<file path="src/rtl/mc_core_hs.sv">
// mc_core_hs: multicycle MIPS-subset core sharing one req/ready memory port for fetch and data.
// Define MC_CORE_TRAP_EN to halt in TRAP on illegal instructions; otherwise they retire as NOPs.
module mc_core_hs #(
  parameter int unsigned ADDR_W   = 10,
  parameter logic [31:0] RESET_PC = 32'h0
) (
  input  logic              clk,
  input  logic              rst_n,
  output logic              mem_req,
  output logic              mem_we,
  output logic [ADDR_W-1:0] mem_addr,
  output logic [31:0]       mem_wdata,
  input  logic [31:0]       mem_rdata,
  input  logic              mem_ready,
  output logic              retire,
  output logic [31:0]       pc_o,
  output logic              trap
);

  localparam logic [5:0] OpRtype = 6'h00;
  localparam logic [5:0] OpLw    = 6'h23;
  localparam logic [5:0] OpSw    = 6'h2B;
  localparam logic [5:0] OpAddi  = 6'h08;
  localparam logic [5:0] OpBeq   = 6'h04;
  localparam logic [5:0] OpBne   = 6'h05;
  localparam logic [5:0] OpJ     = 6'h02;
  localparam logic [5:0] OpJal   = 6'h03;
  localparam logic [5:0] FnAdd   = 6'h20;
  localparam logic [5:0] FnSub   = 6'h22;
  localparam logic [5:0] FnSlt   = 6'h2A;
  localparam logic [5:0] FnJr    = 6'h08;

  typedef enum logic [2:0] {
    StBoot, StFetch, StDecode, StExec, StMem, StWb
`ifdef MC_CORE_TRAP_EN
    , StTrap
`endif
  } state_e;

  state_e      state_q, state_d;
  logic [31:0] pc_q, ir_q, a_q, b_q, alu_q, mdr_q;
  logic [31:0] rf_q [32];

  logic [5:0]  opcode, funct;
  logic [4:0]  rs, rt, rd;
  logic [31:0] imm_sext, rf_a, rf_b, alu_res;
  logic        is_alu_r, is_jr, is_lw, is_sw, is_addi, is_beq, is_bne, is_j, is_jal;
  logic        is_legal, is_ctrl, br_taken;
  logic        rf_we;
  logic [4:0]  rf_waddr;
  logic [31:0] rf_wdata;

  assign opcode   = ir_q[31:26];
  assign rs       = ir_q[25:21];
  assign rt       = ir_q[20:16];
  assign rd       = ir_q[15:11];
  assign funct    = ir_q[5:0];
  assign imm_sext = {{16{ir_q[15]}}, ir_q[15:0]};

  assign is_alu_r = (opcode == OpRtype) && (funct == FnAdd || funct == FnSub || funct == FnSlt);
  assign is_jr    = (opcode == OpRtype) && (funct == FnJr);
  assign is_lw    = opcode == OpLw;
  assign is_sw    = opcode == OpSw;
  assign is_addi  = opcode == OpAddi;
  assign is_beq   = opcode == OpBeq;
  assign is_bne   = opcode == OpBne;
  assign is_j     = opcode == OpJ;
  assign is_jal   = opcode == OpJal;
  assign is_ctrl  = is_beq | is_bne | is_j | is_jal | is_jr;
  assign is_legal = is_alu_r | is_lw | is_sw | is_addi | is_ctrl;
  assign br_taken = (is_beq | is_bne) && ((a_q == b_q) ^ is_bne);

  assign rf_a = (rs == 5'd0) ? 32'h0 : rf_q[rs];
  assign rf_b = (rt == 5'd0) ? 32'h0 : rf_q[rt];

  always_comb begin
    case (funct)
      FnSub:   alu_res = a_q - b_q;
      FnSlt:   alu_res = {31'h0, $signed(a_q) < $signed(b_q)};
      default: alu_res = a_q + b_q;
    endcase
  end

  always_ff @(posedge clk or negedge rst_n) begin
    if (!rst_n) state_q <= StBoot;
    else        state_q <= state_d;
  end

  always_comb begin
    state_d = state_q;
    unique case (state_q)
      StBoot:  state_d = StFetch;
      StFetch: if (mem_ready) state_d = StDecode;
      StDecode: begin
        if (is_legal) state_d = StExec;
`ifdef MC_CORE_TRAP_EN
        else          state_d = StTrap;
`else
        else          state_d = StFetch;
`endif
      end
      StExec: begin
        if (is_lw || is_sw) state_d = StMem;
        else if (is_ctrl)   state_d = StFetch;
        else                state_d = StWb;
      end
      StMem:   if (mem_ready) state_d = is_lw ? StWb : StFetch;
      StWb:    state_d = StFetch;
`ifdef MC_CORE_TRAP_EN
      StTrap:  state_d = StTrap;
`endif
      default: state_d = StBoot;
    endcase
  end

  always_comb begin
    mem_req   = (state_q == StFetch) || (state_q == StMem);
    mem_we    = (state_q == StMem) && is_sw;
    mem_addr  = '0;
    mem_wdata = 32'h0;
    if (state_q == StFetch) mem_addr = pc_q[ADDR_W+1:2];
    if (state_q == StMem) begin
      mem_addr  = alu_q[ADDR_W+1:2];
      mem_wdata = b_q;
    end
    retire = (state_q == StWb) ||
             (state_q == StExec && is_ctrl) ||
             (state_q == StMem && is_sw && mem_ready);
`ifndef MC_CORE_TRAP_EN
    // Unrecognised instructions complete as NOPs straight out of DECODE.
    if (state_q == StDecode && !is_legal) retire = 1'b1;
`endif
  end

`ifdef MC_CORE_TRAP_EN
  assign trap = state_q == StTrap;
`else
  assign trap = 1'b0;
`endif
  assign pc_o = pc_q;

  always_ff @(posedge clk or negedge rst_n) begin
    if (!rst_n) begin
      pc_q  <= RESET_PC;
      ir_q  <= 32'h0;
      a_q   <= 32'h0;
      b_q   <= 32'h0;
      alu_q <= 32'h0;
      mdr_q <= 32'h0;
    end else begin
      case (state_q)
        StFetch: begin
          if (mem_ready) begin
            ir_q <= mem_rdata;
            pc_q <= pc_q + 32'd4;
          end
        end
        StDecode: begin
          a_q   <= rf_a;
          b_q   <= rf_b;
          alu_q <= pc_q + {imm_sext[29:0], 2'b00};
        end
        StExec: begin
          if (is_alu_r)                       alu_q <= alu_res;
          else if (is_lw || is_sw || is_addi) alu_q <= a_q + imm_sext;
          if (br_taken)                       pc_q  <= alu_q;
          else if (is_j || is_jal)            pc_q  <= {pc_q[31:28], ir_q[25:0], 2'b00};
          else if (is_jr)                     pc_q  <= a_q;
        end
        StMem: if (mem_ready && is_lw) mdr_q <= mem_rdata;
        default: ;
      endcase
    end
  end

  // JAL links in EXEC; every other register write happens in WB.
  always_comb begin
    rf_we    = 1'b0;
    rf_waddr = 5'd0;
    rf_wdata = 32'h0;
    if (state_q == StExec && is_jal) begin
      rf_we    = 1'b1;
      rf_waddr = 5'd31;
      rf_wdata = pc_q;
    end else if (state_q == StWb) begin
      rf_we    = 1'b1;
      rf_waddr = is_alu_r ? rd : rt;
      rf_wdata = is_lw ? mdr_q : alu_q;
    end
  end

  always_ff @(posedge clk) begin
    if (rf_we && rf_waddr != 5'd0) rf_q[rf_waddr] <= rf_wdata;
  end

endmodule
</file>
<file path="config.mk">
export PLATFORM = sky130hd
export DESIGN_NAME = mc_core_hs
export DESIGN_NICKNAME = d
export VERILOG_FILES = /design/src/rtl/mc_core_hs.sv
export SDC_FILE = /design/constraint.sdc
export NUM_CORES = 2
export LEC_CHECK = 0
export BUFFER_PORTS_ARGS = -buffer_cell sky130_fd_sc_hd__buf_2
export CORE_MARGIN = 1.5
export CORE_UTILIZATION = 35
export DETAILED_ROUTE_END_ITERATION = 7
export PLACE_DENSITY_LB_ADDON = 0.2
export SLEW_MARGIN = 20
export SYNTH_ARGS = -nofsm -noshare
export SYNTH_HDL_FRONTEND = slang
export SYNTH_SLANG_ARGS = --single-unit
</file>
<file path="constraint.sdc">
create_clock -name clk -period 7.8 [get_ports clk]
set_input_delay 0 -clock clk [delete_from_list [all_inputs] [get_ports clk]]
set_output_delay 0 -clock clk [all_outputs]
set_load 0.01 [all_outputs]
</file>
==> run metrics <==
Syn-to-layout area delta 14.53%; max_slew headroom between 10% and 20%; initial antenna violation count 11; Initial Util between 30% and 40%; Routed WL around 210 mm; Leakage approximately 0.025 uW; Synth Flop Type edfxtp_1; delay-heaviest family, CP simple AND/OR/NAND/NOR gates; PwrDens between 400 and 500 nW/um^2; PortBufs about 110; Worst-path clk slew around 0.06 ns; setup TNS 0 ns; GP Congestion between 0.9 and 1; starting DRC count in detailed routing approximately 4.4k; Final setup viols 0; Core Rows roughly 160; fin cells slightly below 7k; slowest cell delay on critical path between 0.9 and 1 ns; Maximum Capacitance Violations 0; Peak VDD IR roughly 0.27 mV; status completed; commonest non-fill, non-tap cell in the layout edfxtp_1; die width 429.6 um; Internal Power 17800 uW; clk sink count about 1.2k; Unique masters post-synth 94; CP Buf/Inv Count 1; sequential fraction of design power 28.8%; CTS tree yes; Vias between 40k and 50k; Setup Skew 0.06109 ns; Top Ports approximately 110; post-synthesis cell count 4134; first-pass GRT wire length between 200 and 300 mm; sequential share of the synthesized area between 50% and 60%; cells on worst reg2reg path 9; Comb power frac about half; syn avg cell area 15.41 sq um; most frequent cells in the layout edfxtp_1, mux4_2, nand2_1, a21oi_1, dfrtp_1; dpl hpwl between 100 and 150 mm; worst-case clock buffer depth 3; grt total ovfl 0; crit path DAT about 5.8 ns; min Tclk post-route ~5.3 ns; vias in the first global route about 40k; CP Launch Type flop; largest net degree at the start of global routing 116; Hold Violations, Final 0; placed cells ~6.5k; Die Y ~430 um; WL/cell about 31 um; CP max FO 26; GRT Util Overall between 20% and 30%; Worst Hold Class primary input to flop; worst skew pair latency between 0.8 and 0.9 ns; post-cts resize count 0; cells along the critical path nor4_2 > and2_1 > and3_1 > or2_2 > nor2_1 > nand2_1 > nand3b_1 > nor2_4 > buf_4; DR DRC count 0; hold path cells 3; part of the power in the clock network 21.1%; RR Startpoint ir_q[30]; switching pwr 12730 uW; ratio of cells with drive above 1 in the final layout 29.63%; number of vias per cell 5.977; Crit-path slowest cell and2_1; Nets about 4.5k; hold path start mem_rdata[8]; Synth Cell Area ~64000 sq um; Slew Viols, Final 0; Post-synth EDFFs roughly 1.0k; Yosys top cell by area edfxtp_1; Num CTS Buffers 141; Worst Tran Pin Value between 1 and 1.5 ns; post-synth top area share roughly half; fmax between 150 and 200 MHz; # fillers about 17k; drt first pass iters 7; Critical Path End Type flop; crit path kind flop to flop; Root Buffer clkbuf_16; register bit total from synthesis 1219; hold endpoint ir_q[8]; unrepaired setup endpoints after global routing no; r2r setup slk around 2.5 ns; Reg-to-Reg End rf_q[20][5]; Core Region between 150000 and 200000 sq um; post-route ant nets 0; Synth area leaders edfxtp_1, mux4_2, dfrtp_1, mux2_2, ha_1; Final Cycle Share 67.84%; Worst EP required 8.27 ns; synth warn 0; area of the die 184500 sq um; H-tree depth 4; Sw Share between 40% and 50%; ys async rst share between 15 and 20%
-- Yosys cell counts, types with 5 or more instances --
library cell     n
nor4_1           9
a22o_1          16
mux4_2         576
buf_1           33
mux2i_1         63
clkbuf_1       164
a21o_1          45
xor2_1          22
o21ai_1          5
and3_1          23
o21bai_1        23
o32ai_1         28
and2_1           7
edfxtp_1      1024
ha_1           124
a221oi_1        16
o22a_1           5
o221ai_1         8
nand2b_1        21
buf_4            6
nand2_1        249
or2_2           15
o22ai_1         96
nor2b_1         68
a221o_1          9
xnor2_1         61
a31oi_1         35
mux2_2         168
nand3_1         52
a22oi_1         10
o211ai_1         8
a211oi_1        25
o21a_1           8
nand4_1         13
a21oi_1        196
nor2_1         173
or3_1           13
dfrtp_1        195
o21ai_0        154
inv_1           83
o31ai_1         38
a21boi_0         5
buf_2           82
nor3_1          62
o41ai_1          5
-- per-layer routing --
metal / GRT usage [%] / wire length (um) / vias to the layer above
li1: - / - / 17190
met1: 32.54 / 92490 / 21450
met2: 34.54 / 95250 / 1648
met3: 3.929 / 15350 / 287
met4: 6.075 / 5768 / 2
met5: 0 / 20 / -
-- timing repair --
item | CTS | global route
buffers inserted | 0 | 0
endpoints found under the hold margin | 193 | 0
hold buffers | 50 | 0
endpoints found under the setup margin | 0 | 0
-- registers in the layout, indices dropped and copies added, names as in the netlist --
register  flops
a_q          32
alu_q        32
state_q       3
rf_q       1024
ir_q         32
mdr_q        32
pc_o         32
b_q          32
-- layout make-up --
| cell class | count | area (sq um) | area share (%) |
|---|---|---|---|
| clock inverters | 77 | 750.7 | 1.029 |
| flip-flops and latches | 1219 | 35660 | 48.89 |
| diodes | 1 | 2.502 | 0.003431 |
| clock buffers | 183 | 3716 | 5.095 |
| inverters | 85 | 319.1 | 0.4374 |
| well taps | 2370 | 2965 | 4.065 |
| repair buffers | 278 | 2272 | 3.115 |
| multi-input cells | 2576 | 27250 | 37.36 |
-- metrics by stage --
step	cell area [sq um]	util [%]	hold slack, ns	total power (uW)	setup slack [ns]
2_1_floorplan	63810	-	-0.2956	18940	3.845
3_3_place_gp	67670	37.44	0.03049	24040	2.703
3_5_place_dp	67790	37.51	0.02213	24020	2.608
4_1_cts	72770	40.26	0.001834	30530	2.595
5_1_grt	72940	40.36	0.02801	31990	2.372
6_report	72940	40.36	0.04226	30530	2.509
-- worst max-delay path by stage --
stage               slack [ns]     start  cells past startpoint      endpoint
floorplan                 3.85  ir_q[30]                      9   rf_q[15][0]
global placement          2.70  ir_q[30]                      8  rf_q[28][31]
detailed placement        2.61  ir_q[30]                      9   rf_q[20][1]
CTS                       2.59  ir_q[30]                      9   rf_q[20][5]
global route              2.37  ir_q[30]                      9   rf_q[20][5]
finish                    2.51  ir_q[30]                      9   rf_q[20][5]
-- power by group through the flow --
stage               Sequential (uW)  Combinational [uW]  Clock, uW
finish                         8810               15300       6430
global route                   8890               16300       6810
CTS                            8800               15200       6560
detailed placement             8940               15100          0
global placement               8920               15100          0
floorplan                      8370               10600          0
-- cells by family after synthesis --
family,Yosys count,share of synthesized area [%]
buffers and inverters,371,2.385
muxes,807,24.33
xor gates and xnor gates,83,1.141
DFF,1219,55.94
adders and majority gates,128,2.562
and+or+nand+nor,725,5.316
other,1,0.005888
AOI/OAI and AO/OA,800,8.318
-- worst min-delay path, cell delays in order --
cell	delay, ns
dlygate4sd3_1	0.51
buf_2	0.11
mux2_2	0.13
(Power assumes the default switching activity.)
